==> src/rtl/alu_pkg.sv <==
// Shared definitions for the LEGv8-subset control path: ALU op codes,
// opcode fields, sequencer states and instruction classes.
package alu_pkg;

   typedef enum logic [2:0] {
      ALU_ADD   = 3'b000,
      ALU_SUB   = 3'b001,
      ALU_AND   = 3'b010,
      ALU_ORR   = 3'b011,
      ALU_PASSB = 3'b100
   } alu_op_e;

   localparam int unsigned OPC_R_W  = 11;  // instr[31:21]
   localparam int unsigned OPC_CB_W = 8;   // instr[31:24]
   localparam int unsigned OPC_B_W  = 6;   // instr[31:26]

   localparam logic [OPC_R_W-1:0]  OPC_ADD  = 11'b10001011000;
   localparam logic [OPC_R_W-1:0]  OPC_SUB  = 11'b11001011000;
   localparam logic [OPC_R_W-1:0]  OPC_AND  = 11'b10001010000;
   localparam logic [OPC_R_W-1:0]  OPC_ORR  = 11'b10101010000;
   localparam logic [OPC_R_W-1:0]  OPC_LDUR = 11'b11111000010;
   localparam logic [OPC_R_W-1:0]  OPC_STUR = 11'b11111000000;
   localparam logic [OPC_CB_W-1:0] OPC_CBZ  = 8'b10110100;
   localparam logic [OPC_B_W-1:0]  OPC_B    = 6'b000101;

   typedef enum logic [2:0] {
      ST_IDLE,
      ST_DECODE,
      ST_EXEC,
      ST_MEM,
      ST_WB
   } state_e;

   typedef enum logic [2:0] {
      CLS_RTYPE,
      CLS_LDUR,
      CLS_STUR,
      CLS_CBZ,
      CLS_B,
      CLS_ILLEGAL
   } cls_e;

endpackage

==> src/rtl/alu_ctrl_decode.sv <==
// Combinational opcode classifier: top opcode bits -> instruction class and ALU op.
module alu_ctrl_decode
   import alu_pkg::*;
(
   input  logic [10:0] i_opc,
   output logic [2:0]  o_cls,
   output logic [2:0]  o_alu_op
);

   cls_e    w_cls;
   alu_op_e w_op;

   always_comb begin
      w_cls = CLS_ILLEGAL;
      w_op  = ALU_ADD;
      if (i_opc == OPC_ADD) begin
         w_cls = CLS_RTYPE;
         w_op  = ALU_ADD;
      end else if (i_opc == OPC_SUB) begin
         w_cls = CLS_RTYPE;
         w_op  = ALU_SUB;
      end else if (i_opc == OPC_AND) begin
         w_cls = CLS_RTYPE;
         w_op  = ALU_AND;
      end else if (i_opc == OPC_ORR) begin
         w_cls = CLS_RTYPE;
         w_op  = ALU_ORR;
      end else if (i_opc == OPC_LDUR) begin
         w_cls = CLS_LDUR;
      end else if (i_opc == OPC_STUR) begin
         w_cls = CLS_STUR;
      end else if (i_opc[10:3] == OPC_CBZ) begin
         w_cls = CLS_CBZ;
         w_op  = ALU_PASSB;
      end else if (i_opc[10:5] == OPC_B) begin
         w_cls = CLS_B;
      end
   end

   assign o_cls    = w_cls;
   assign o_alu_op = w_op;

endmodule

==> src/rtl/alu_ctrl_fsm.sv <==
// Multi-cycle LEGv8-subset control sequencer: accepts one instruction per
// handshake and steps DECODE/EXEC/MEM/WB, driving ALU, memory and PC strobes.
module alu_ctrl_fsm
   import alu_pkg::*;
#(
   parameter int unsigned MEM_LATENCY = 1,
   parameter int unsigned INSTR_W     = 32
) (
   input  logic               clk,
   input  logic               rst_n,
   input  logic               instr_valid,
   output logic               instr_ready,
   input  logic [INSTR_W-1:0] instr,
   input  logic               zero,
   output logic [2:0]         alu_op,
   output logic               alu_src,
   output logic               reg2_loc,
   output logic               reg_write,
   output logic               mem_to_reg,
   output logic               mem_read,
   output logic               mem_write,
   output logic               pc_write,
   output logic               pc_branch,
   output logic               illegal
);

   localparam logic [3:0] LP_CNT_INIT = 4'(MEM_LATENCY - 1);

   state_e             r_state, w_state_nxt;
   logic [INSTR_W-1:0] r_instr;
   logic [3:0]         r_cnt, w_cnt_nxt;
   logic [2:0]         w_cls_raw;
   logic [2:0]         w_alu_op;
   cls_e               w_cls;
   logic               w_is_ldur, w_is_stur;
   logic               w_unused_instr;

   alu_ctrl_decode u_decode (
      .i_opc    (r_instr[31:21]),
      .o_cls    (w_cls_raw),
      .o_alu_op (w_alu_op)
   );

   assign w_cls          = cls_e'(w_cls_raw);
   assign w_is_ldur      = (w_cls == CLS_LDUR);
   assign w_is_stur      = (w_cls == CLS_STUR);
   // Operand fields are consumed by the datapath, not by the sequencer.
   assign w_unused_instr = ^r_instr[20:0];

   always_ff @(posedge clk or negedge rst_n) begin
      if (!rst_n) begin
         r_state <= ST_IDLE;
         r_instr <= '0;
         r_cnt   <= '0;
      end else begin
         r_state <= w_state_nxt;
         r_cnt   <= w_cnt_nxt;
         if (r_state == ST_IDLE && instr_valid)
            r_instr <= instr;
      end
   end

   always_comb begin
      w_state_nxt = r_state;
      w_cnt_nxt   = r_cnt;
      instr_ready = 1'b0;
      alu_op      = ALU_ADD;
      alu_src     = 1'b0;
      reg2_loc    = 1'b0;
      reg_write   = 1'b0;
      mem_to_reg  = 1'b0;
      mem_read    = 1'b0;
      mem_write   = 1'b0;
      pc_write    = 1'b0;
      pc_branch   = 1'b0;
      illegal     = 1'b0;
      case (r_state)
         ST_IDLE: begin
            instr_ready = 1'b1;
            if (instr_valid)
               w_state_nxt = ST_DECODE;
         end
         ST_DECODE: begin
            case (w_cls)
               CLS_B: begin
                  pc_write    = 1'b1;
                  pc_branch   = 1'b1;
                  w_state_nxt = ST_IDLE;
               end
               CLS_ILLEGAL: begin
                  illegal     = 1'b1;
                  pc_write    = 1'b1;
                  w_state_nxt = ST_IDLE;
               end
               default: w_state_nxt = ST_EXEC;
            endcase
         end
         ST_EXEC: begin
            alu_op   = w_alu_op;
            alu_src  = w_is_ldur | w_is_stur;
            reg2_loc = w_is_stur | (w_cls == CLS_CBZ);
            case (w_cls)
               CLS_CBZ: begin
                  pc_write    = 1'b1;
                  pc_branch   = zero;
                  w_state_nxt = ST_IDLE;
               end
               CLS_LDUR, CLS_STUR: begin
                  w_cnt_nxt   = LP_CNT_INIT;
                  w_state_nxt = ST_MEM;
               end
               default: w_state_nxt = ST_WB;
            endcase
         end
         ST_MEM: begin
            // Address operands held so the memory sees a stable address.
            alu_op    = w_alu_op;
            alu_src   = 1'b1;
            reg2_loc  = w_is_stur;
            mem_read  = w_is_ldur;
            mem_write = w_is_stur;
            if (r_cnt == '0) begin
               if (w_is_ldur) begin
                  w_state_nxt = ST_WB;
               end else begin
                  pc_write    = 1'b1;
                  w_state_nxt = ST_IDLE;
               end
            end else begin
               w_cnt_nxt = r_cnt - 4'd1;
            end
         end
         ST_WB: begin
            alu_op      = w_alu_op;
            alu_src     = w_is_ldur;
            reg_write   = 1'b1;
            mem_to_reg  = w_is_ldur;
            pc_write    = 1'b1;
            w_state_nxt = ST_IDLE;
         end
         default: w_state_nxt = ST_IDLE;
      endcase
   end

endmodule

==> config.mk <==
export PLATFORM = sky130hd
export DESIGN_NAME = alu_ctrl_fsm
export DESIGN_NICKNAME = d
export VERILOG_FILES = /design/src/rtl/alu_pkg.sv /design/src/rtl/alu_ctrl_decode.sv /design/src/rtl/alu_ctrl_fsm.sv
export SDC_FILE = /design/constraint.sdc
export NUM_CORES = 1
export LEC_CHECK = 0
export CORE_ASPECT_RATIO = 0.5
export CORE_MARGIN = 1
export CORE_UTILIZATION = 39
export DETAILED_ROUTE_END_ITERATION = 12
export PLACE_DENSITY = 0.76
export SLEW_MARGIN = 20
export SYNTH_ARGS = -nofsm -noshare
export SYNTH_HDL_FRONTEND = slang
export SYNTH_HIERARCHICAL = 1
export SYNTH_SLANG_ARGS = --single-unit
export TNS_END_PERCENT = 10
==> constraint.sdc <==
create_clock -name clk -period 2.55 [get_ports clk]
set_input_delay 0.51 -clock clk [delete_from_list [all_inputs] [get_ports clk]]
set_output_delay 0.51 -clock clk [all_outputs]
set_load 0.005 [all_outputs]
# Yosys cells after proc, flatten, opt, wreduce, memory -nomap -nowiden
# Index checks and enable logic that the tools add are counted.
totals:
  wordCells: 78
  reg_bits: 39
  output_inout_bits: 13
  inputBits: 36
classes:
  n_eq_ne: 21
  n_bitwise: 2
  n_addsub: 1
  muxes: 42
  n_reduce_logical: 9
ops:
  columns: ["op", "n"]
  rows:
  - ["11-bit == test, second input constant", 6]
  - ["3-bit 2-to-1 mux", 18]
  - ["1-bit 2-to-1 mux", 14]
  - ["3-bit by 2-bit == test with 1-bit output, second input constant", 4]
  - ["3-bit case mux with 4 select lines", 1]
  - ["3-bit == test, second input constant", 3]
  - ["8-bit == test, second input constant", 1]
  - ["4-bit 2-to-1 mux", 2]
  - ["2-bit != test, second input constant", 4]
  - ["4-bit case mux with 2 select lines", 1]
  - ["3-bit by 1-bit == test with 1-bit output, second input constant", 2]
  - ["6-bit by 3-bit == test with 1-bit output, second input constant", 1]
  - ["3-bit case mux with 2 select lines", 1]
  - ["4-bit logical NOT", 1]
  - ["1-bit case mux with 2 select lines", 2]
  - ["1-bit case mux with 4 select lines", 1]
  - ["2-bit OR reduction", 2]
  - ["4-bit by 1-bit subtractor with 4-bit output, second input constant", 1]
  - ["3-bit logical NOT", 1]
  - ["1-bit case mux with 3 select lines", 1]
  - ["3-bit AND reduction", 1]
  - ["3-bit OR reduction", 1]
  - ["2-bit 2-to-1 mux", 1]
  - ["1-bit OR", 2]
  - ["other kinds (3)", 3]

# Depth between registers and ports, before layout
# Gate-level depths: netlist of run 1.
logic_depth:
  depth_word: 13
  mapped_depth: 7
  ltp_nobuf: 6

# Hierarchy
# Netlist of run 1, hierarchy kept.
by_module_without_submodules:
  columns: ["mod", "seq_area_each_um2", "area_per_inst_um2", "n_inst", "cells_per_inst"]
  rows:
  - ["alu_ctrl_fsm", 450.4, 1067.3, 1, 99]
  - ["alu_ctrl_decode", 0.0, 153.9, 1, 23]

# Worst setup path before layout of run 1
# No wires, ideal clock.
synth_timing:
  path_type: "flip-flop to output port"
  start: "register r_instr[23]"
  end: "output port pc_write"
  setup_slack_ps: -21
  required_time_ps: 2040
  n_path_buf: 0
  stages_incl_launch_ff: 7
  arrival_time_ps: 2061
  path_cell_list: "dfrtp_1 or4b_1 or3_1 a21oi_2 nand2b_1 o41a_1 o221ai_1"
synth_between:
  elab_chain_len: 11
  elab_cells_between_ends: 22
  classes_between: "eq/ne: 10; mux: 11; reduce/logical: 1"
synth_rtl:
  columns: ["element", "line_no", "source"]
  rows:
  - ["from (decl)", "alu_ctrl_fsm.sv:30", "logic [INSTR_W-1:0] r_instr;"]
  - ["from (signal assigned)", "alu_ctrl_fsm.sv:59", "r_instr <= instr;"]
  - ["11-bit == test", "alu_ctrl_decode.sv:30", "end else if (i_opc == OPC_STUR) begin"]
  - ["3-bit 2-to-1 mux", "alu_ctrl_decode.sv:30", null]
  - ["3-bit 2-to-1 mux", "alu_ctrl_decode.sv:28", "end else if (i_opc == OPC_LDUR) begin"]
  - ["3-bit 2-to-1 mux", "alu_ctrl_decode.sv:25", "end else if (i_opc == OPC_ORR) begin"]
  - ["3-bit 2-to-1 mux", "alu_ctrl_decode.sv:22", "end else if (i_opc == OPC_AND) begin"]
  - ["3-bit 2-to-1 mux", "alu_ctrl_decode.sv:19", "end else if (i_opc == OPC_SUB) begin"]
  - ["3-bit 2-to-1 mux *", "alu_ctrl_decode.sv:16", "if (i_opc == OPC_ADD) begin"]
  - ["net w_cls[1]", "alu_ctrl_fsm.sv:34", "cls_e w_cls;"]
  - ["3-bit by 1-bit == test with 1-bit output / 3-bit == test (equally long branches)", "alu_ctrl_fsm.sv:45, alu_ctrl_fsm.sv:84", null]
  - ["1-bit 2-to-1 mux / 2-bit OR reduction (equally long branches)", null, null]
  - ["1-bit 2-to-1 mux, on equally long branches", "alu_ctrl_fsm.sv:122, alu_ctrl_fsm.sv:84", null]
  - ["1-bit case mux with 4 select lines *", "alu_ctrl_fsm.sv:77", "case (r_state)"]
  - ["to (decl)", "alu_ctrl_fsm.sv:22", "output logic pc_write,"]
# Mark *: on every way through the listed nets, which the timed path passes. The rest lies on a longest branch.

# Worst setup path after layout of run 1
# Ends and elaborated chain as after synthesis.

==> results.py, run 1 <==
metrics = {
    "outcome": {
        "status": "finished with violations",
        "violations": "setup timing",
    },
    "logic_synthesis": {
        "ys.flop_type": "dfrtp_1",
        "yosys_warnings": 6,
        "yosysMostFrequentCell": "dfrtp_1",
        "synth.area.top_cells": "dfrtp_1 (37%), mux2_1 (9.2%), buf_6 (2.8%)",
        "syn_nets": 160,
        "synth-seq-cells": 18,
        "yosys.area.top_type": "dfrtp_1",
        "async_reset_ff_share_pct": 100,
        "yosysUniqueCellTypes": 50,
        "syn_inst": 122,
        "synth_common_cells": "dfrtp_1 (18), mux2_1 (10), inv_1 (8), nor2_1 (7), nand2_1 (6)",
        "synth_area_um2": 1220,
        "synth_top_area_share_pct": 36.9,
        "synth_edf_count": 0,
        "synth.avg_cell_area_um2": 10.0,
        "synth-seq-area-share_pct": 36.9,
    },
    "routing": {
        "wl_per_cell_um": 14.8,
        "drc": 0,
        "ant_nets": 0,
        "routed_wl_mm": 3.18,
        "drt_iter0_markers": 37,
        "vias": 1156,
        "vias_per_cell": 5.40,
        "drtPass1Iterations": 4,
    },
    "power": {
        "ir_drop_uv": 289,
        "leakagePower_nw": 0.847,
        "total_power_uw": 795,
        "p_per_area_nw_per_um2": 419,
    },
    "critical_path": {
        "endpoint_kind": "output pin",
        "cp-start-kind": "register",
        "crit_arrival_ps": 2520,
        "crit_required_ps": 2040,
        "criticalPathCategory": "reg2out",
        "critical_path.max_fanout": 3,
    },
    "run": {
        "cap_violations": 0,
    },
    "timing": {
        "slew_headroom_pct": 45.4,
        "hold_viol_final": 0,
        "fin_crit_sh_pct": 119,
        "post-route-min-period_ps": 3030,
        "worst_pin_slew_ps": 817,
        "clock.fmax_mhz": 330,
        "fin_skew_ps": 5.05,
        "drv_slew": 0,
        "setup_viol": 9,
        "postLayoutSetupSlackWorst_ps": -477,
        "fin_setup_tns_ps": -2640,
        "rsz0062_at_grt": "yes",
    },
    "floorplanning": {
        "die_h_um": 41.6,
        "io_pins": 49,
        "chipWidth_um": 81.1,
        "start_util_pct": 43.9,
        "core_um2": 2780,
        "fp-row-count": 13,
        "die_area_um2": 3370,
    },
    "global_routing": {
        "antenna_found_initial": 0,
        "grt_overflow": 0,
        "grt_pass1_wl_mm": 5.22,
        "grtUsageTotal_pct": 20.2,
        "grt_pass1_vias": 1121,
        "grt_max_degree": 19,
    },
    "layout": {
        "syn_to_final_growth_pct": 55.6,
        "fillers": 201,
        "nNetsFinal": 216,
        "drive_gt1_share_pct": 39.0,
        "diodes": 0,
    },
    "hold_path": {
        "min_path_type": "reg2reg",
    },
    "placement": {
        "port_buffers": 27,
        "dpl.hpwl_mm": 2.25,
        "routabilityCongestion": 0.835,
        "dpl_worst_slack_ps": -600,
    },
    "clock_tree": {
        "cts.path.max_buffers": 2,
        "cts.sinks": 18,
        "clkTransAtPathRegs_ps": 70,
        "cts_tree": "yes",
        "hold_buffers": 0,
        "worstSkewPairLatency_ps": 250,
        "cts_buffers": 3,
        "htreeDepth": 1,
        "clockRootBuffer": "clkbuf_8",
    },
}
-- layout make-up --
type	count	area, µm²	area share (%)
sequential	18	450	23.7
timing repair buffer	56	468	24.6
clock buffer	4	55.1	2.90
multi-input combinational	91	851	44.8
inverter	8	30.0	1.58
tap	37	46.3	2.44
-- worst max-delay path: stages, from the launching register on --
cell	delay [ps]
dfrtp_1	380
or4b_4	560
or3_4	350
a21oi_4	200
buf_6	140
nand2b_4	50
o41a_1	330
o221ai_2	130
buf_2	140
-- cell usage in the layout, fill, tap and decap left out, types with 4 or more instances in the layout --
cell type        netlist  layout
buf_4                  0      26
dfrtp_1               18      18
clkdlybuf4s50_1        0      17
mux2_1                10      10
inv_1                  8       8
nor2_1                 7       7
nand2_1                6       6
nand3b_1               4       4
clkbuf_8               0       4
buf_2                  1       4
-- power by group --
group | switching, mW | total (mW) | internal, mW
combinational | 0.0871 | 0.212 | 0.125
clock | 0.0950 | 0.232 | 0.137
sequential | 0.0355 | 0.351 | 0.316
-- metal layers --
| layer | part of all wire [%] | track usage (%) |
|---|---|---|
| met4 | 0.25 | 3.21 |
| met1 | 47 | 27.1 |
| met3 | 5.5 | 5.49 |
| met2 | 47 | 32.9 |
| met5 | 0 | 0 |
-- sequential cells by signal, indices dropped and copies added (netlist names) --
signal,cells
r_cnt,4
r_state,3
r_instr,11
-- metrics by stage --
step	util [%]	hold WS [ps]	area (µm²)	instances
6_report	68.3	542	1900	214
5_1_grt	68.3	570	1900	214
4_1_cts	65.5	538	1820	211
3_5_place_dp	59.9	515	1670	203
3_3_place_gp	59.9	497	1670	203
2_1_floorplan	-	214	1230	122
-- cell families after synthesis --
family | count (synthesis) | synth area share [%]
adders and majority gates | 2 | 2.05
DFF | 18 | 36.9
AOI/OAI and AO/OA | 22 | 13.8
and+or+nand+nor | 55 | 30.4
buffers and inverters | 13 | 5.94
xor gates and xnor gates | 1 | 0.717
muxes | 11 | 10.1
-- timing repair --
item / CTS / global route
setup endpoints to repair: 10 / 11
resized for setup: 36 / 18
pin swaps: 7 / 7
setup buffers: 4 / 3
-- final timing paths --
check                                               end                    start  depth (start not counted)  slack [ps]
worst min-delay path            r_instr[25]$_DFFE_PN0P_  r_instr[25]$_DFFE_PN0P_                          1         540
worst max register to register     r_cnt[1]$_DFFE_PN0P_  r_instr[23]$_DFFE_PN0P_                          9         180
min in group asynchronous       r_instr[21]$_DFFE_PN0P_                    rst_n                          1         730
worst min register to register  r_instr[25]$_DFFE_PN0P_  r_instr[25]$_DFFE_PN0P_                          1         540
worst max-delay path                           pc_write  r_instr[23]$_DFFE_PN0P_                          8        -480
max in group asynchronous       r_instr[23]$_DFFE_PN0P_                    rst_n                          1        1310
Note: power is estimated with default switching activity, not from simulation.
==> inputs of run 2 (changes only) <==
- CELL_PAD_IN_SITES_DETAIL_PLACEMENT: default -> 0
- CELL_PAD_IN_SITES_GLOBAL_PLACEMENT: default -> 1
- CORE_UTILIZATION: 39 -> 29
- PLACE_DENSITY: 0.76 -> default
- PLACE_DENSITY_LB_ADDON: default -> 0.1
==> results.py, run 2 (synthesis results as in run 1) <==
metrics = {
    "layout": {
        "final_cell_mix": "buf_4 (27), dfrtp_1 (18), clkdlybuf4s50_1 (16)",
        "largest_register_ffs": 11,
        "largest-register": "r_instr",
        "fin_util_pct": 48.1,
        "diodes": 0,
        "nNetsFinal": 219,
        "top_regs": "r_instr: 11 flops, r_cnt: 4 flops, r_state: 3 flops",
        "postLayoutCellArea_um2": 1910,
        "syn_to_final_growth_pct": 56.3,
        "drive_gt1_share_pct": 35.6,
        "final_common_cell": "buf_4",
    },
    "timing": {
        "fin_crit_sh_pct": 119,
        "drv_slew": 0,
        "clock.fmax_mhz": 330,
        "holdWs_ps": 557,
        "rsz0062_at_grt": "yes",
        "hold_viol_final": 0,
        "setup_viol": 8,
        "postLayoutSetupSlackWorst_ps": -481,
        "post-route-min-period_ps": 3030,
        "fin_skew_ps": 5.04,
        "slew_headroom_pct": 70.0,
        "worst_pin_slew_ps": 444,
    },
    "clock_tree": {
        "cts_tree": "yes",
        "hold_buffers": 0,
        "clkTransAtPathRegs_ps": 70,
        "cts.sinks": 18,
        "cts_buffers": 3,
        "cts.path.max_buffers": 2,
        "worstSkewPairLatency_ps": 260,
        "htreeDepth": 1,
        "clockRootBuffer": "clkbuf_8",
    },
    "power": {
        "comb_power_share_pct": 25.0,
        "p_int_uw": 574,
        "seq_power_share_pct": 44.4,
        "leakagePower_nw": 0.862,
        "clkPwrFrac_pct": 30.6,
        "sw_frac_of_total_pct": 26.8,
        "p_per_area_nw_per_um2": 411,
        "p_switching_uw": 210,
        "ir_drop_uv": 186,
    },
    "critical_path": {
        "criticalPathCategory": "reg2out",
        "crit_required_ps": 2040,
        "slowest_stage": "or4b_4",
        "cp-start-kind": "register",
        "endpoint_kind": "output pin",
        "crit_arrival_ps": 2520,
        "slowest_delay_ps": 540,
        "critical_path.max_fanout": 3,
        "crit_path_cell_trace": "or4b_4 -> or3_4 -> a21oi_4 -> buf_6 -> nand2b_1 -> o41a_1 -> o221ai_2 -> buf_2",
    },
    "floorplanning": {
        "fp-row-count": 16,
        "core_um2": 3960,
        "io_pins": 49,
        "die_h_um": 47.9,
        "start_util_pct": 30.8,
        "die_area_um2": 4490,
        "chipWidth_um": 93.8,
    },
    "placement": {
        "routabilityCongestion": 0.734,
        "dpl_worst_slack_ps": -542,
        "dpl.hpwl_mm": 2.36,
        "placed_cell_area_um2": 1730,
        "port_buffers": 27,
    },
    "routing": {
        "drc": 0,
        "ant_nets": 0,
        "wl_per_cell_um": 13.7,
        "vias_per_cell": 4.78,
        "routed_wl_mm": 3.20,
        "drtPass1Iterations": 4,
        "drt_iter0_markers": 34,
        "vias": 1119,
    },
    "global_routing": {
        "grt_max_degree": 19,
        "grt_overflow": 0,
        "antenna_found_initial": 0,
        "grt_pass1_vias": 1035,
        "grtUsageTotal_pct": 15.8,
        "grt_pass1_wl_mm": 5.20,
    },
    "outcome": {
        "status": "finished with violations",
        "violations": "setup timing",
    },
    "run": {
        "cap_violations": 0,
    },
    "hold_path": {
        "min_path_type": "reg2reg",
    },
}
run 2: routing by layer:
metal / vias up / GRT usage, % / share of wire (%)
met3: 2 / 3.81 / 4.2
met2: 19 / 24.7 / 44
met4: 0 / 4.62 / 0.28
li1: 563 / - / -
met5: - / 0 / 0
met1: 535 / 22.0 / 51
run 2: path summary, 6_finish.rpt:
kind,endpoint,depth (start not counted),slack [ps],start
min in group asynchronous,r_instr[26]$_DFFE_PN0P_,2,570,rst_n
max in group asynchronous,r_instr[23]$_DFFE_PN0P_,2,1780,rst_n
setup / recovery,pc_write,8,-480,r_instr[23]$_DFFE_PN0P_
setup reg to reg,r_state[0]$_DFFE_PN0P_,11,110,r_instr[23]$_DFFE_PN0P_
hold / removal,r_instr[25]$_DFFE_PN0P_,1,560,r_instr[25]$_DFFE_PN0P_
hold reg to reg,r_instr[25]$_DFFE_PN0P_,1,560,r_instr[25]$_DFFE_PN0P_
run 2: cell type report:
type                    instances  area [µm²]
clock buffers                   4        55.1
fillers                       406        2060
inverters                       8        30.0
multi-input cells              91         786
flip-flops and latches         18         450
well taps                      54        67.6
repair buffers                 59         519
run 2: per-stage QoR:
step	power [mW]	TNS, ps	std cells
after floorplan	0.421	0	122
after global placement	0.531	-3370	224
after detailed placement	0.534	-3450	224
after CTS	0.795	-3320	234
after global routing	0.833	-4020	234
final	0.784	-3110	234
run 2: critical path, delay by kind of cell, from the launching register on:
kind                   cells  cell delay, ps
AOI/OAI and AO/OA          3             680
and+or+nand+nor            3             950
DFF                        1             380
buffers and inverters      2             250
run 2: what timing repair did:
action / 4_1_cts / 5_1_grt
gates resized for setup: 35 / 11
endpoints found under the setup margin: 10 / 14
buffers inserted: 6 / 1
pin swaps: 6 / 5
run 2: power by group through the flow:
stage / Sequential (mW) / Clock (mW) / Combinational (mW)
final: 0.348 / 0.240 / 0.196
after global routing: 0.353 / 0.264 / 0.215
after CTS: 0.348 / 0.253 / 0.195
after detailed placement: 0.353 / 0 / 0.181
after global placement: 0.351 / 0 / 0.180
after floorplan: 0.343 / 0 / 0.0776
==> inputs of run 3 (changes only) <==
- TNS_END_PERCENT: 10 -> default
==> results.py, run 3 (synthesis results as in run 1) <==
metrics = {
    "floorplanning": {
        "start_util_pct": 30.8,
        "core_um2": 3960,
        "die_area_um2": 4490,
        "io_pins": 49,
        "fp-row-count": 16,
        "die_h_um": 47.9,
        "chipWidth_um": 93.8,
    },
    "routing": {
        "wl_per_cell_um": 13.6,
        "vias": 1106,
        "routed_wl_mm": 3.19,
        "drc": 0,
        "drtPass1Iterations": 4,
        "drt_iter0_markers": 41,
        "vias_per_cell": 4.73,
        "ant_nets": 0,
    },
    "power": {
        "sw_frac_of_total_pct": 27.0,
        "p_per_area_nw_per_um2": 410,
        "comb_power_share_pct": 25.5,
        "total_power_uw": 788,
        "seq_power_share_pct": 44.2,
        "p_switching_uw": 212,
        "leakagePower_nw": 0.870,
        "ir_drop_uv": 186,
        "p_int_uw": 576,
        "clkPwrFrac_pct": 30.3,
    },
    "layout": {
        "diodes": 0,
        "syn_to_final_growth_pct": 57.6,
        "largest-register": "r_instr",
        "nNetsFinal": 219,
        "fillers": 406,
        "top_regs": "r_instr: 11 flops, r_cnt: 4 flops, r_state: 3 flops",
        "fin_util_pct": 48.5,
        "postLayoutCellArea_um2": 1920,
        "final_cell_mix": "buf_4 (25), dfrtp_1 (18), clkdlybuf4s50_1 (16)",
        "drive_gt1_share_pct": 40.0,
        "final_common_cell": "buf_4",
        "largest_register_ffs": 11,
    },
    "critical_path": {
        "crit_required_ps": 2040,
        "crit_arrival_ps": 2520,
        "slowest_delay_ps": 540,
        "cp-start-kind": "register",
        "criticalPathCategory": "reg2out",
        "worst-path-buf-inv": 2,
        "critical_path.max_fanout": 3,
        "crit_path_cell_trace": "or4b_4 -> or3_4 -> a21oi_4 -> buf_6 -> nand2b_1 -> o41a_1 -> o221ai_2 -> buf_2",
        "slowest_stage": "or4b_4",
        "cp_top_family": "simple AND/OR/NAND/NOR gates",
        "endpoint_kind": "output pin",
    },
    "timing": {
        "post-route-min-period_ps": 3030,
        "hold_viol_final": 0,
        "rsz0062_at_grt": "yes",
        "fin_crit_sh_pct": 119,
        "slew_headroom_pct": 70.0,
        "drv_slew": 0,
        "setup_viol": 8,
        "worst_pin_slew_ps": 444,
        "clock.fmax_mhz": 330,
        "postLayoutSetupSlackWorst_ps": -484,
        "fin_setup_tns_ps": -2630,
        "fin_skew_ps": 5.04,
    },
    "placement": {
        "placed_cell_area_um2": 1730,
        "routabilityCongestion": 0.734,
        "dpl_worst_slack_ps": -542,
        "dpl.hpwl_mm": 2.36,
        "port_buffers": 27,
    },
    "clock_tree": {
        "cts.sinks": 18,
        "htreeDepth": 1,
        "cts_buffers": 3,
        "cts_tree": "yes",
        "cts.path.max_buffers": 2,
        "worstSkewPairLatency_ps": 260,
        "clkTransAtPathRegs_ps": 70,
        "clockRootBuffer": "clkbuf_8",
    },
    "global_routing": {
        "grt_pass1_wl_mm": 5.26,
        "grt_overflow": 0,
        "grt_pass1_vias": 1042,
        "grt_max_degree": 19,
        "antenna_found_initial": 0,
        "grtUsageTotal_pct": 16.0,
    },
    "run": {
        "cap_violations": 0,
    },
    "hold_path": {
        "min_path_type": "reg2reg",
    },
    "outcome": {
        "status": "finished with violations",
        "violations": "setup timing",
    },
}
run 3: changes by cell type in the layout (fill, tap and decap cells not counted), moves of 2 or more:
| cell | before | now |
|---|---|---|
| buf_2 | 5 | 8 |
| buf_4 | 27 | 25 |
| buf_6 | 4 | 6 |
| clkdlybuf4s15_1 | 2 | 0 |
| nor3_1 | 2 | 0 |
| nor3_2 | 3 | 5 |
run 3: per-layer routing:
metal	vias up	GRT usage [%]	routed length, µm
met5	-	0	0
met4	0	4.62	9
met3	2	3.81	109
met2	12	25.1	1430
met1	527	22.4	1650
li1	565	-	-
run 3: path summary, 6_finish.rpt:
check | end | slack, ps | cells past startpoint | from
setup / recovery | pc_write | -480 | 8 | r_instr[23]$_DFFE_PN0P_
hold / removal | r_instr[25]$_DFFE_PN0P_ | 560 | 1 | r_instr[25]$_DFFE_PN0P_
setup reg to reg | r_state[0]$_DFFE_PN0P_ | 140 | 10 | r_instr[23]$_DFFE_PN0P_
hold reg to reg | r_instr[25]$_DFFE_PN0P_ | 560 | 1 | r_instr[25]$_DFFE_PN0P_
max in group asynchronous | r_state[1]$_DFFE_PN0P_ | 1780 | 2 | rst_n
min in group asynchronous | r_instr[26]$_DFFE_PN0P_ | 570 | 2 | rst_n
run 3: area by class of cell:
| class | instances | area [µm²] | share of cell area [%] |
|---|---|---|---|
| Clock buffer | 4 | 55.1 | 2.86 |
| Sequential cell | 18 | 450 | 23.4 |
| Multi-Input combinational cell | 91 | 808 | 42.0 |
| Inverter | 8 | 30.0 | 1.56 |
| Tap cell | 54 | 67.6 | 3.51 |
| Timing Repair Buffer | 59 | 513 | 26.7 |
run 3: stage by stage:
step / hold WS (ps) / std cells
floorplan: 214 / 122
global placement: 515 / 224
detailed placement: 528 / 224
CTS: 548 / 234
global route: 580 / 234
finish: 557 / 234
run 3: power groups by stage:
| stage | Clock, mW | Combinational (mW) | Sequential, mW |
|---|---|---|---|
| floorplan | 0 | 0.0776 | 0.343 |
| global placement | 0 | 0.180 | 0.351 |
| detailed placement | 0 | 0.181 | 0.353 |
| CTS | 0.253 | 0.197 | 0.348 |
| global route | 0.264 | 0.221 | 0.354 |
| finish | 0.239 | 0.201 | 0.348 |
run 3: repair_timing:
| action | 4_1_cts | 5_1_grt |
|---|---|---|
| resized for setup | 48 | 13 |
| hold buffers | 0 | 0 |
| setup buffers | 6 | 1 |
| setup endpoints to repair | 10 | 14 |
| pin swaps | 8 | 6 |
==> RTL edit 1 (flow settings as in run 1) <==
The 5 states of `state_e` get a Gray code encoding in 3 bits.
--- a/src/rtl/alu_pkg.sv
+++ b/src/rtl/alu_pkg.sv
@@ -25,9 +25,9 @@
 
    typedef enum logic [2:0] {
-      ST_IDLE,
-      ST_DECODE,
-      ST_EXEC,
-      ST_MEM,
-      ST_WB
+      ST_IDLE   = 3'b000,
+      ST_DECODE = 3'b001,
+      ST_EXEC   = 3'b011,
+      ST_MEM    = 3'b010,
+      ST_WB     = 3'b110
    } state_e;
 
Function: no difference found for any inputs over 10 cycles, from zero or initial values and one cycle with rst_n low; not proved beyond that.
==> RTL edit 1 against run 1 <==
- clock skew up 0.86 ps
- cell area down 6.3%
- final cell count decreased by 2.3%
- power down 7.8%
- sequential cell count is the same
- largest power group unchanged
- sequential power hardly changed
- wire length shrank 7.8%
- critical path type unchanged
- the flow still finishes with violations (setup timing)
- largest cell class unchanged
- area after synthesis fell by 2.2%
- setup slack better by 94 ps
- register-to-register slack worse by 260 ps
- via count down 1.4%
- first-iteration DRC count up 140%
==> RTL edit 1: results <==
grt:
  met2_usage_pct: 36.97
  first_global_vias: 1004
  grt_util_met3_pct: 4.222
  track_usage_pct: 19.68
  grt_util_met1_pct: 23.87
  antenna_found_initial: 0
  grt_pass1_wl_um: 4629
min_path:
  min_from: "r_instr[25]"
  hold_depth: 1
power:
  internal-power_uw: 532.8
  p_clk_uw: 197
  power_density_nw_per_um2: 411.9
  peakVddDrop_mv: 0.3130
  power_leakage_nw: 0.7485
  comb_power_share_pct: 25.1
synth:
  ys_types: 42
  yosys-top-cells-count: "dfrtp_1, mux2_2, a21oi_1, nor3_1"
  synth_compound_area_share_pct: 12.67
  avgSynthCellArea_um2: 9.636
  synth_xor_area_share_pct: 0.7330
  synth_fp_nets: 162
  synthMuxAreaShare_pct: 12.04
  ys_seq_area_share_pct: 37.70
  synthTopCellsByArea: "dfrtp_1, mux2_2, a21oi_1"
  yosys.area_share.adder_pct: 2.094
  async_reset_ff_share_pct: 100.0
sta:
  slew_headroom_pct: 66.52
  finalSetupViolCount: 9
  whs_ps: 545.3
  finalClockSkew_ps: 5.909
  timing.setup.tns_ps: -2411
  layout_setup_ws_ps: -382.9
placed_design:
  dp_hpwl_um: 2018
  placement.cell_area_um2: 1625
  place.gp.congestion: 0.8458
  dp_slack_ps: -501.7
  dp.cells: 200
routing:
  route.met2.wl_um: 1449
  ant_nets: 0
  vias_per_cell: 5.455
  vias: 1140
  drtIter0Drc: 90
  wl_met3_um: 68
  wl_per_cell_um: 14.01
  drt-met1-wl_um: 1396
worst_setup_path:
  r2r-end: "r_cnt[0]"
  cp-startpoint: "r_instr[26]"
  cp_max_fo: 4
  reg2reg_depth: 9
  cp_slowest_stage_delay_ps: 580
  rrSetupSlack_ps: -80
cells_and_area:
  nets: 212
  layout-drive-gt1-share_pct: 37.79
outcome:
  outcome: "complete, but fails checks"
  violations: "setup timing"
clock_network:
  clk_pin_slew_ps: 60
  clk_latency_ps: 250
  cts_made_buffers: 3
==> RTL edit 1: changes by cell type in the layout (fill, tap and decap cells not counted), moves of 3 or more <==
| cell | run 1 | this run |
|---|---|---|
| nor2b_1 | 1 | 4 |
| inv_1 | 8 | 4 |
| mux2_1 | 10 | 0 |
| and2_1 | 0 | 5 |
| mux2_2 | 1 | 11 |
| nor3_1 | 2 | 5 |
| nor2b_2 | 3 | 0 |
| buf_4 | 26 | 22 |
| a21oi_1 | 1 | 5 |
| nand2_1 | 6 | 3 |
==> RTL edit 1: area by class of cell <==
class                   count  area, um2
repair buffers             52      429.2
flip-flops and latches     18      450.4
inverters                   4      15.01
clock buffers               3      41.29
fillers                   221      968.4
well taps                  37      46.29
multi-input cells          95      798.3
==> RTL edit 1: what timing repair did <==
action,CTS,global route
setup buffers,6,0
cloned,0,0
hold buffers,0,0
gates resized for setup,44,8
pin swaps,13,8
endpoints found under the setup margin,8,13
==> RTL edit 2 (flow settings as in run 1) <==
Made on the original files. Make the reset (`rst_n`) synchronous in one clocked block.
--- a/src/rtl/alu_ctrl_fsm.sv
+++ b/src/rtl/alu_ctrl_fsm.sv
@@ -48,5 +48,5 @@
    assign w_unused_instr = ^r_instr[20:0];
 
-   always_ff @(posedge clk or negedge rst_n) begin
+   always_ff @(posedge clk) begin
       if (!rst_n) begin
          r_state <= ST_IDLE;
Formal check against the unedited RTL: differs if rst_n is asserted again (counterexample within 4 cycles, from zero or initial values and one cycle with rst_n low); with rst_n held inactive, the same outputs for 10 cycles.
==> RTL edit 2 against run 1 <==
- the run still ends with setup timing left
- wire length is 6.4% lower
- utilization is 5.0 points lower
- setup slack better by 78 ps
- global-route usage is 0.40 points higher
- maximum frequency is 2.6% higher
- register-to-register slack better by 20 ps
- area after synthesis is 8.6% lower
- clock skew is 1.7 ps lower
- cell area is 12% lower
- sequential share of layout area is 2.1 points lower
- sequential cell count stayed put
- critical endpoint is now pc_branch
- largest cell class unchanged
- highest routed layer unchanged
Power is not compared: it rests on default switching activity, and its combinational part moved more than twofold at a synthesized area within 25%.
==> RTL edit 2: results <==
synth:
  yosys-top-cells-count: "nand2_1, dfxtp_1, a21oi_1"
  yosys_warnings: 6
  synth_fp_nets: 185
  ys.flop_type: "dfxtp_1"
  ys_types: 42
  synthCells: 147
  synthTopCellsByArea: "dfxtp_1, nand2_1, a21oi_1"
  ys_seq_area_share_pct: 32.29
  async_reset_ff_share_pct: 0
worst_setup_path:
  reg2reg_depth: 10
  cpMaxStageDelayCell: "or4b_1"
  path_delay_family: "simple AND/OR/NAND/NOR gates"
  cp_slowest_stage_delay_ps: 470
  cp_max_fo: 4
  worstPathArrival_ps: 2440
clock_network:
  cts-root-buf: "clkbuf_8"
  htree_levels: 1
  clk_latency_ps: 260
  clk_pin_slew_ps: 70
  cts_made_buffers: 3
  cts_buffer_depth: 2
outcome:
  outcome: "complete, but fails checks"
  violations: "setup timing"
cells_and_area:
  multi_input_area_um2: 737.0
  layout-drive-gt1-share_pct: 27.78
  fill_cells: 236
  diodes: 0
  largestRegisters: "r_instr (11), r_cnt (4), r_state (3)"
  final_cells: 235
min_path:
  hold_path.class: "register to register"
  hold_depth: 2
grt:
  first_global_vias: 1047
  antenna_found_initial: 0
  grt_max_degree: 13
  grt_pass1_wl_um: 4574
  track_usage_pct: 20.59
placed_design:
  dp.cells: 228
  io_buffers: 27
  placement.cell_area_um2: 1577
  dp_hpwl_um: 2178
  place.gp.congestion: 0.8080
sta:
  finalSetupViolCount: 8
  finalClockSkew_ps: 3.389
  slew_headroom_pct: 73.57
  layout_setup_ws_ps: -398.8
routing:
  vias_per_cell: 5.098
  drtIter0Drc: 36
  drt_pass1_iterations: 4
  wl_per_cell_um: 12.65
power:
  power_leakage_nw: 0.6656
  peakVddDrop_mv: 0.2083
==> RTL edit 2: changes by cell type after synthesis, moves of 4 or more <==
cell,run 1,this run
dfrtp_1,18,0
dfxtp_1,0,18
nor2b_1,1,5
mux2_1,10,1
nand2_1,6,30
a21oi_1,2,14
==> RTL edit 2: worst min-delay path, cell delays in order, from the launching register on <==
cell and delay (ps):
dfxtp_1 330, nand2_1 60, a21oi_1 50
==> RTL edit 2: repair_timing <==
| action | in CTS | in global routing |
|---|---|---|
| endpoints found under the setup margin | 8 | 9 |
| setup buffers | 3 | 1 |
| gates resized for setup | 40 | 7 |
| pin swaps | 9 | 5 |
==> RTL edit 2: through the flow <==
stage,setup WS [ps],power [mW],TNS (ps)
floorplan,31.90,0.3458,0
global placement,-499.5,0.3970,-2896
detailed placement,-516.2,0.3995,-2930
CTS,-485.1,0.5984,-2185
global route,-541.4,0.6210,-2605
finish,-398.8,0.5934,-1690
==> RTL edit 2: cells by family after synthesis <==
group | count (synthesis) | share of synthesized area (%)
flops | 18 | 32.29
buf+inv | 16 | 6.614
simple gates | 80 | 39.58
fa+ha+maj | 2 | 2.242
compound gates | 29 | 17.49
xor+xnor | 1 | 0.7849
mux | 1 | 1.009
==> RTL edit 2: power by group <==
part	leakage, nW	internal [mW]	switching, mW	total [mW]
combinational	0.496	0.0526	0.0410	0.0936
clock	0.0216	0.105	0.0938	0.199
sequential	0.148	0.293	0.00830	0.301
total	0.666	0.450	0.143	0.593
==> RTL edit 2: layout make-up <==
type,instances,area share (%)
flip-flops and latches,18,21.61
multi-input cells,113,43.89
clock buffers,3,2.459
well taps,37,2.757
repair buffers,56,27.50
inverters,8,1.788
==> RTL edit 2: routing by layer <==
| layer | share of wire, % | wire [um] | up-vias | GRT usage (%) |
|---|---|---|---|---|
| li1 | - | - | 616 | - |
| met1 | 48 | 1435 | 558 | 22.82 |
| met2 | 46 | 1377 | 17 | 36.50 |
| met3 | 3.1 | 92 | 7 | 5.581 |
| met4 | 2.3 | 68 | 0 | 14.15 |
| met5 | 0 | 0 | - | 0 |
==> RTL edit 2: worst paths after layout <==
kind | from | to | slack (ps)
worst min register to register | r_instr[22] | r_instr[22] | 490
worst max register to register | r_instr[26] | r_cnt[0] | 200
worst min-delay path | r_instr[22] | r_instr[22] | 490
worst max-delay path | r_instr[26] | pc_branch | -400
